File: src/rtl/demux_collect_pkg.sv
// Shared constants and lane index type for the lane collector and its per-lane deserializers.
// Parity framing is selected by DEMUX_LANE_COLLECTOR_PARITY_EN in the files that import this.
package demux_collect_pkg;

  localparam int DEF_DATA_W = 8;
  localparam int NUM_LANES  = 4;

  typedef logic [1:0] lane_idx_t;

  function automatic lane_idx_t lane_next(input lane_idx_t l);
    return l + lane_idx_t'(1);
  endfunction

endpackage

File: src/rtl/demux_lane_deser.sv
// Per-lane MSB-first deserializer: registered word plus a one-cycle frame_done pulse
// on the edge after the last valid bit. No backpressure; invalid cycles are ignored.
module demux_lane_deser #(
  parameter int FRAME_LEN = 8
) (
  input  logic                 clk,
  input  logic                 rst,
  input  logic                 bit_in,
  input  logic                 bit_vld,
  output logic [FRAME_LEN-1:0] frame_dat,
  output logic                 frame_done
);

  localparam int                CNT_W = $clog2(FRAME_LEN);
  localparam logic [CNT_W-1:0]  LAST  = CNT_W'(FRAME_LEN - 1);

  logic [FRAME_LEN-1:0] shift_q, shift_d;
  logic [CNT_W-1:0]     cnt_q, cnt_d;
  logic                 done_q, done_d;

  always_comb begin
    shift_d = shift_q;
    cnt_d   = cnt_q;
    done_d  = 1'b0;
    if (bit_vld) begin
      shift_d = {shift_q[FRAME_LEN-2:0], bit_in};
      if (cnt_q == LAST) begin
        cnt_d  = '0;
        done_d = 1'b1;
      end else begin
        cnt_d = cnt_q + CNT_W'(1);
      end
    end
  end

  always_ff @(posedge clk) begin
    if (rst) begin
      shift_q <= '0;
      cnt_q   <= '0;
      done_q  <= 1'b0;
    end else begin
      shift_q <= shift_d;
      cnt_q   <= cnt_d;
      done_q  <= done_d;
    end
  end

  assign frame_dat  = shift_q;
  assign frame_done = done_q;

endmodule

File: src/rtl/demux_lane_collector.sv
// Collects serial lane frames into per-lane hold slots and round-robins them onto one valid/ready
// byte stream; out_vld 2 cycles after the last bit; DEMUX_LANE_COLLECTOR_PARITY_EN adds odd parity.
module demux_lane_collector #(
  parameter int DATA_W    = demux_collect_pkg::DEF_DATA_W,
  parameter int NUM_LANES = demux_collect_pkg::NUM_LANES
) (
  input  logic                 clk,
  input  logic                 rst,
  input  logic [NUM_LANES-1:0] lane_bit,
  input  logic [NUM_LANES-1:0] lane_vld,
  input  logic                 out_rdy,
  input  logic                 ovf_clr,
  output logic                 out_vld,
  output logic [DATA_W-1:0]    out_data,
  output logic [1:0]           out_ch,
  output logic [NUM_LANES-1:0] ovf
`ifdef DEMUX_LANE_COLLECTOR_PARITY_EN
  ,
  output logic                 out_perr
`endif
);

  import demux_collect_pkg::*;

`ifdef DEMUX_LANE_COLLECTOR_PARITY_EN
  localparam int FRAME_LEN = DATA_W + 1;
`else
  localparam int FRAME_LEN = DATA_W;
`endif

  logic [FRAME_LEN-1:0] frame_dat [NUM_LANES];
  logic [NUM_LANES-1:0] frame_done;

  for (genvar i = 0; i < NUM_LANES; i++) begin : g_lane
    demux_lane_deser #(.FRAME_LEN(FRAME_LEN)) u_deser (
      .clk       (clk),
      .rst       (rst),
      .bit_in    (lane_bit[i]),
      .bit_vld   (lane_vld[i]),
      .frame_dat (frame_dat[i]),
      .frame_done(frame_done[i])
    );
  end

  logic [DATA_W-1:0]    hold_q [NUM_LANES];
  logic [DATA_W-1:0]    hold_d [NUM_LANES];
  logic [NUM_LANES-1:0] pending_q, pending_d;
  logic [NUM_LANES-1:0] ovf_q, ovf_d;
  lane_idx_t            rr_ptr_q, rr_ptr_d;
  logic                 out_vld_q, out_vld_d;
  logic [DATA_W-1:0]    out_data_q, out_data_d;
  lane_idx_t            out_ch_q, out_ch_d;
`ifdef DEMUX_LANE_COLLECTOR_PARITY_EN
  logic [NUM_LANES-1:0] hold_perr_q, hold_perr_d;
  logic                 out_perr_q, out_perr_d;
`endif

  logic      load;
  logic      gnt_vld;
  lane_idx_t gnt_idx;
  lane_idx_t cand;

  // Scan from the highest offset down so the lowest offset from rr_ptr wins.
  always_comb begin
    gnt_vld = 1'b0;
    gnt_idx = rr_ptr_q;
    cand    = rr_ptr_q;
    for (int k = NUM_LANES - 1; k >= 0; k--) begin
      cand = rr_ptr_q + lane_idx_t'(k);
      if (pending_q[cand]) begin
        gnt_vld = 1'b1;
        gnt_idx = cand;
      end
    end
  end

  always_comb begin
    load       = !out_vld_q || out_rdy;
    hold_d     = hold_q;
    pending_d  = pending_q;
    ovf_d      = ovf_clr ? '0 : ovf_q;
    rr_ptr_d   = rr_ptr_q;
    out_vld_d  = out_vld_q;
    out_data_d = out_data_q;
    out_ch_d   = out_ch_q;
`ifdef DEMUX_LANE_COLLECTOR_PARITY_EN
    hold_perr_d = hold_perr_q;
    out_perr_d  = out_perr_q;
`endif

    if (load) begin
      out_vld_d = gnt_vld;
      if (gnt_vld) begin
        out_data_d         = hold_q[gnt_idx];
        out_ch_d           = gnt_idx;
        pending_d[gnt_idx] = 1'b0;
        rr_ptr_d           = lane_next(gnt_idx);
`ifdef DEMUX_LANE_COLLECTOR_PARITY_EN
        out_perr_d = hold_perr_q[gnt_idx];
`endif
      end
    end

    // A slot being granted this cycle is free to take the new byte; otherwise it is dropped.
    for (int i = 0; i < NUM_LANES; i++) begin
      if (frame_done[i]) begin
        if (!pending_q[i] || (load && gnt_vld && gnt_idx == lane_idx_t'(i))) begin
          hold_d[i]    = frame_dat[i][FRAME_LEN-1 -: DATA_W];
          pending_d[i] = 1'b1;
`ifdef DEMUX_LANE_COLLECTOR_PARITY_EN
          hold_perr_d[i] = ~(^frame_dat[i]);
`endif
        end else begin
          ovf_d[i] = 1'b1;
        end
      end
    end
  end

  always_ff @(posedge clk) begin
    if (rst) begin
      hold_q     <= '{default: '0};
      pending_q  <= '0;
      ovf_q      <= '0;
      rr_ptr_q   <= '0;
      out_vld_q  <= 1'b0;
      out_data_q <= '0;
      out_ch_q   <= '0;
`ifdef DEMUX_LANE_COLLECTOR_PARITY_EN
      hold_perr_q <= '0;
      out_perr_q  <= 1'b0;
`endif
    end else begin
      hold_q     <= hold_d;
      pending_q  <= pending_d;
      ovf_q      <= ovf_d;
      rr_ptr_q   <= rr_ptr_d;
      out_vld_q  <= out_vld_d;
      out_data_q <= out_data_d;
      out_ch_q   <= out_ch_d;
`ifdef DEMUX_LANE_COLLECTOR_PARITY_EN
      hold_perr_q <= hold_perr_d;
      out_perr_q  <= out_perr_d;
`endif
    end
  end

  assign out_vld  = out_vld_q;
  assign out_data = out_data_q;
  assign out_ch   = out_ch_q;
  assign ovf      = ovf_q;
`ifdef DEMUX_LANE_COLLECTOR_PARITY_EN
  assign out_perr = out_perr_q;
`endif

endmodule

File: config.mk
export PLATFORM = sky130hd
export DESIGN_NAME = demux_lane_collector
export DESIGN_NICKNAME = d
export VERILOG_FILES = /design/src/rtl/demux_collect_pkg.sv /design/src/rtl/demux_lane_deser.sv /design/src/rtl/demux_lane_collector.sv
export SDC_FILE = /design/constraint.sdc
export NUM_CORES = 1
export LEC_CHECK = 0
export ABC_AREA = 1
export BUFFER_PORTS_ARGS = -buffer_cell sky130_fd_sc_hd__buf_4
export CAP_MARGIN = 10
export CORE_UTILIZATION = 58
export DETAILED_ROUTE_END_ITERATION = 8
export PLACE_DENSITY_LB_ADDON = 0.2
export SLEW_MARGIN = 20
export SYNTH_ARGS = -nofsm -noshare
export SYNTH_HDL_FRONTEND = slang
export SYNTH_SLANG_ARGS = --single-unit
File: constraint.sdc
create_clock -name clk -period 3.7 [get_ports clk]
set_input_delay 0.37 -clock clk [delete_from_list [all_inputs] [get_ports clk]]
set_output_delay 0.37 -clock clk [all_outputs]
set_load 0.01 [all_outputs]
==> implementation parameters, run 1 <==
Parameter                              Value

Status
  Result of the run ... finished clean

Floorplan
  Die Area ... 0.00799 mm2
  Initial Utilization ... 60.4%
  Die H ... 89.4 um
  Core Footprint ... about 0.0073 mm2
  Chip width ... slightly below 90 um
  Total number of placement rows ... 31
  Num ports ... 27

Timing
  Fin. max-slew vios ... 0
  Period utilisation layout ... 63.6%
  Hold violation count in the final report ... 0
  Transition time of the tightest slew-check pin ... a little over 0.9 ns
  Post-Route Setup TNS ... 0 ns
  Setup violations, final ... 0
  Final clock skew ... 0.0138 ns
  Achievable Freq ... 425 MHz
  Crit path time final ... 2.35 ns
  RSZ-0062 raised after global routing ... no
  Relative slew margins ... 38.5%

Routing
  First DRT Iteration DRCs ... 201
  Post-route ant nets ... 0
  Via density per instance ... 5.25
  DRT Wirelength ... 8.51 mm
  DRC violations left ... 0
  Number of detailed-route iterations in the first pass ... 4
  Avg WL per Cell ... 12.1 um
  Vias after detailed routing ... 3683

Global route
  First-pass GRT wire length ... 14.0 mm
  Total global-route track usage ... 22.7%
  Number of antenna violations at the first check in global routing ... 0
  Via count of the first global-routing pass ... 3115
  Grt total ovfl ... 0
  Pin count of the biggest net entering global routing ... 80

Critical path
  Family of cells with the greatest summed delay on the critical path ... simple AND/OR/NAND/NOR gates
  Arr. time, crit path ... 2.61 ns
  Most used cell along the critical path ... nand2_1
  Nature of the critical path startpoint ... register
  Buf/Inv on CP ... 2
  Maximum fanout encountered on the critical timing path ... 17
  Critical setup path kind ... register to register
  Required time at the endpoint of the critical path ... 3.96 ns
  Critical-path cell list ... inv_2 -> nand2_1 -> nand3_1 -> nand2_1 -> inv_1 -> nand2_1 -> nand2_2 -> nand2_1 -> nand2_1 -> nand2_2 -> nand3_2 -> nand2_2 -> nand3_1 -> nand2_1 -> nor2_1
  Delay contributed by the slowest stage of the critical path ... 0.57 ns
  Cell type of the slowest stage on the worst timing path ... dfxtp_1
  Critical path capture point type ... register

Final layout
  Count of inserted antenna diode cells ... 0
  Filler instances ... 675
  Share of post-route cells with drive strength above 1 ... 13.3%
  Syn-to-layout area delta ... 7.49%
  Storage element area ... 0.00202 mm2
  Area of combinational cells with multiple inputs ... between 0.0015 and 0.002 mm2
  Net count, final ... 617
  Util after Layout ... 64.9%
  Most used cells in the layout excluding fill and tap cells ... dfxtp_1 (101), nor2_1 (87), nand2_1 (86)
  Most common cell after layout, fill and taps aside ... dfxtp_1

Clocking
  Clock buffer count from CTS ... 9
  Cts hold-fix bufs ... 0
  Clock-pin slew on the worst setup and hold paths ... 0.10 ns
  Clk sinks ... roughly 100
  Number of buffers inserted by post-CTS setup repair ... 0
  Deepest level of the CTS H-tree ... 3
  Root Buffer Master ... clkbuf_8
  TritonCTS clock tree ... yes
  Clock latency on the worst-skew pair ... 0.37 ns
  PostCTS Resize Cnt ... 0
  Clock Tree Buf Depth ... 2

Yosys
  Synthesized area ... roughly 0.0044 mm2
  Proportion of synthesized chip area in sequential cells ... between 40% and 50%
  Synth Net Count ... 616
  Synthesis-stage register bit count ... 101
  Avg Synthesized Cell Area ... 7.43 um2
  Number of instances in the synthesized netlist ... 596
  Library cells used by synthesis ... 31
  Synth warn ... 0

Placed design
  HPWL after detailed placement ... just under 6 mm
  Count of buffers inserted at the top-level ports ... 26
  Final weighted congestion of routability-driven global placement ... roughly 0.8

Power
  Static Leakage ... slightly below 0.002 uW
  Maximum ir drop on the vdd rail ... 0.301 mV
  Cell Pwr Density ... 542 mW/mm2

Job
  Maxcap violations ... 0

Hold path
  Class of the tightest hold or removal check ... input pin to register
[layout make-up]
cell class / count / share of cell area, %
flip-flops and latches: 101 / 42.5
multi-input cells: 401 / 42.0
inverters: 58 / 4.70
repair buffers: 26 / 4.10
clock buffers: 10 / 2.68
well taps: 99 / 2.60
clock inverters: 6 / 1.45
[routing by layer]
metal	GRT usage, %	wire length, um	up-vias
li1	-	-	1938
met1	29.8	4280	1675
met2	37.5	3880	62
met3	5.54	283	8
met4	5.63	73	0
met5	0	0	-
[tightest hold or removal path, delay by kind of cell]
kind	cells	cell delay, ns
buf+inv	1	0.08
simple gates	2	0.11
[cells in the mapped netlist, drive strengths merged]
master	instances	area share, %
o211ai	1	0.17
nor2	92	8.2
ha	8	2.3
nand3b	7	1.2
inv	58	5.0
nand3	54	6.8
dfxtp	101	46
a211oi	4	0.68
clkbuf	24	2.0
nand2	100	9.5
nor3	4	0.45
buf	12	2.1
a21oi	72	8.8
nand4	4	0.56
a31oi	1	0.14
o21ai	54	6.4
[final timing paths]
| kind | startpoint | cells past startpoint | endpoint | slack, ns |
|---|---|---|---|---|
| worst min register to register | ovf[2] | 2 | ovf[2] | 0.47 |
| worst max-delay path | rr_ptr_q[0] | 15 | hold_q[16] | 1.35 |
| worst min-delay path | lane_bit[2] | 3 | g_lane[2].u_deser.frame_dat[0] | 0.22 |
| worst max register to register | rr_ptr_q[0] | 15 | hold_q[16] | 1.35 |
[stage by stage]
stage | power (uW) | cells | setup WS, ns | hold slack [ns] | instance area [um2]
CTS | 2600 | 701 | 1.36 | 0.214 | 4760
detailed placement | 1910 | 685 | 1.37 | 0.458 | 4560
finish | 2580 | 701 | 1.35 | 0.225 | 4760
global route | 2730 | 701 | 0.987 | 0.236 | 4760
global placement | 1890 | 685 | 1.47 | 0.455 | 4560
floorplan | 1780 | 596 | 1.92 | 0.441 | 4430
[flip-flops by register name, indices dropped and copies added, names as in the netlist]
name	flops
ovf	4
pending_q	4
out_data	8
g_lane.u_deser.frame_dat	32
g_lane.u_deser.cnt_q	12
g_lane.u_deser.frame_done	4
rr_ptr_q	2
out_ch	2
hold_q	32
out_vld	1
[cell families (layout without fill, tap and decap cells)]
group | Yosys count | in the layout | synth area share, %
flip-flops | 101 | 101 | 45.6
AND/OR/NAND/NOR | 261 | 261 | 26.7
AO/OA/AOI/OAI | 132 | 132 | 16.2
adder cells (fa/ha/maj) | 8 | 8 | 2.26
buffers and inverters | 94 | 100 | 9.21
[power by group]
part	switching [uW]	internal, uW	total [uW]
clock network	376	318	693
registers	55.2	1160	1220
logic	455	215	670
Power figures use the tool's default switching activity.
==> run 2: changes to the inputs <==
--- a/config.mk
+++ b/config.mk
@@ -8,7 +8,7 @@
 export ABC_AREA = 1
 export BUFFER_PORTS_ARGS = -buffer_cell sky130_fd_sc_hd__buf_4
 export CAP_MARGIN = 10
-export CORE_UTILIZATION = 58
+export CORE_UTILIZATION = 54
 export DETAILED_ROUTE_END_ITERATION = 8
 export PLACE_DENSITY_LB_ADDON = 0.2
 export SLEW_MARGIN = 20
==> constraint.sdc (replaced) <==
create_clock -name clk -period 2.1 [get_ports clk]
set_input_delay 0.21 -clock clk [delete_from_list [all_inputs] [get_ports clk]]
set_output_delay 0.21 -clock clk [all_outputs]
set_load 0.01 [all_outputs]
==> run 2 against run 1 <==
Compared with the run above: sequential share of layout area is 0.97 points lower; maximum frequency increased by 22%; critical path depth is the same; largest cell class unchanged.
==> implementation parameters, run 2 (synthesis gave the netlist of run 1 again) <==
Parameter                              Value

Timing
  Fin. max-slew vios ... 0
  Hold violation count in the final report ... 0
  Transition time of the tightest slew-check pin ... 0.695 ns
  Final worst hold slack ... 0.0683 ns
  Relative slew margins ... between 50% and 60%
  Crit path time final ... 1.93 ns
  Achievable Freq ... 517 MHz
  Final clock skew ... 0.0125 ns
  Period utilisation layout ... 92.1%
  RSZ-0062 raised after global routing ... no
  Post-Route Setup TNS ... 0 ns
  Setup violations, final ... 0

Global route
  Total global-route track usage ... between 20% and 30%
  Via count of the first global-routing pass ... 3352
  Grt total ovfl ... 0
  Number of antenna violations at the first check in global routing ... 0
  Pin count of the biggest net entering global routing ... 39
  First-pass GRT wire length ... 15.1 mm

Critical path
  Maximum fanout encountered on the critical timing path ... 17
  Register-to-register setup slack ... ~0.17 ns
  Most used cell along the critical path ... nand2_1
  Worst r2r src ... pending_q[3]
  Critical path capture point type ... register
  Nature of the critical path startpoint ... register
  Arr. time, crit path ... roughly 2.2 ns
  Required time at the endpoint of the critical path ... ~2.4 ns
  Delay contributed by the slowest stage of the critical path ... about 0.44 ns
  Critical-path cell list ... inv_1 -> nand2_2 -> nand3_1 -> nand2_1 -> inv_1 -> nand2_1 -> nand2_2 -> nand2_1 -> nand2_1 -> nand2_4 -> nand2_2 -> nand2_2 -> nand3b_1 -> nand2_1 -> nor2_1
  Cell type of the slowest stage on the worst timing path ... dfxtp_1
  Critical setup path kind ... register to register
  Worst R2R End ... hold_q[10]
  FF-to-FF path depth ... 15

Power
  Static Leakage ... 0.00204 uW
  Register share of total power ... 45.2%
  Switching part of the total power ... 35.1%
  Clock power frac ... 27.4%
  Switching power ... 1670 uW
  Maximum ir drop on the vdd rail ... around 0.47 mV
  Cell Pwr Density ... 971 mW/mm2
  Internal power component ... 3080 uW
  Power share of the combinational group ... 27.4%
  Sum of internal, switching and leakage power ... approximately 4700 uW

Clocking
  Number of buffers inserted by post-CTS setup repair ... 0
  Clock latency on the worst-skew pair ... about 0.37 ns
  Clock buffer count from CTS ... 9
  Clock-pin slew on the worst setup and hold paths ... 0.11 ns
  Root Buffer Master ... clkbuf_8
  Clk sinks ... 101
  TritonCTS clock tree ... yes
  Clock Tree Buf Depth ... 2
  Deepest level of the CTS H-tree ... 3

Status
  Result of the run ... finished clean

Job
  Maxcap violations ... 0

Final layout
  Most common cell after layout, fill and taps aside ... dfxtp_1
  Count of inserted antenna diode cells ... 0
  Most used cells in the layout excluding fill and tap cells ... dfxtp_1 (97), nor2_1 (87), nand2_1 (86)
  Post-route non-filler standard cell count ... 712
  Filler instances ... 741
  Syn-to-layout area delta ... 10.4%
  Net count, final ... 625
  Share of post-route cells with drive strength above 1 ... roughly 15%
  Util after Layout ... 62.3%

Floorplan
  Num ports ... 27
  Chip width ... around 93 um
  Initial Utilization ... 56.4%
  Core Footprint ... 0.00785 mm2
  Total number of placement rows ... 32
  Die Area ... 0.00857 mm2
  Die H ... 92.6 um

Routing
  Avg WL per Cell ... 12.2 um
  DRT Wirelength ... 8.66 mm
  DRC violations left ... 0
  Post-route ant nets ... 0
  First DRT Iteration DRCs ... ~230
  Number of detailed-route iterations in the first pass ... 5
  Via density per instance ... 5.18
  Vias after detailed routing ... 3689

Hold path
  Endpoint of the worst hold path ... g_lane[2].u_deser.frame_dat[0]
  Hold depth ... 3
  Class of the tightest hold or removal check ... input pin to register
  Min-delay src ... lane_bit[2]

Placed design
  HPWL after detailed placement ... 5.97 mm
  Count of buffers inserted at the top-level ports ... 26
  Final weighted congestion of routability-driven global placement ... 0.868
  Number of placed instances, taps included ... 696
run 2: layer usage:
layer / vias to the layer above / GRT usage (%) / routed length (um)
met3: 7 / 5.50 / 411
li1: 1951 / - / -
met4: 0 / 5.73 / 74
met1: 1666 / 29.1 / 4260
met2: 65 / 35.7 / 3910
met5: - / 0 / 0
run 2: critical path, delay by kind of cell, from the launching register on:
family | cells | cell delay [ns]
simple gates | 13 | 1.28
flops | 1 | 0.44
buf+inv | 2 | 0.12
run 2: layout make-up:
cell class	instances	area [um2]	share of cell area, %
clock buffers	9	124	2.53
clock inverters	7	88.8	1.82
inverters	58	225	4.61
multi-input cells	401	2020	41.4
flip-flops and latches	101	2030	41.5
well taps	102	128	2.61
repair buffers	34	272	5.55
run 2: power groups by stage:
stage | clock network [uW] | logic, uW | registers (uW)
CTS | 1330 | 1250 | 2140
global placement | 0 | 1230 | 2180
floorplan | 0 | 962 | 2170
finish | 1300 | 1300 | 2150
global route | 1390 | 1460 | 2170
detailed placement | 0 | 1250 | 2180
run 2: worst max path at each step:
stage                       from     endpoint  depth (start not counted)
global route        pending_q[1]   hold_q[15]                         13
CTS                  rr_ptr_q[1]   hold_q[30]                         14
floorplan            rr_ptr_q[0]   hold_q[31]                         14
global placement     rr_ptr_q[0]  out_data[3]                         16
detailed placement   rr_ptr_q[0]   hold_q[30]                         14
finish              pending_q[3]   hold_q[10]                         15
run 2: what timing repair did:
action                                  CTS  global route
endpoints found under the setup margin    2            42
resized for setup                         1            14
hold endpoints to repair                  0             0
hold buffers                              0             0
run 2: per-stage QoR:
| step | worst slack (ns) | cell area, um2 |
|---|---|---|
| after floorplan | 0.318 | 4430 |
| after global placement | 0.0916 | 4640 |
| after detailed placement | 0.0147 | 4640 |
| after CTS | 0.0961 | 4850 |
| after global routing | 0.00674 | 4890 |
| final | 0.165 | 4890 |
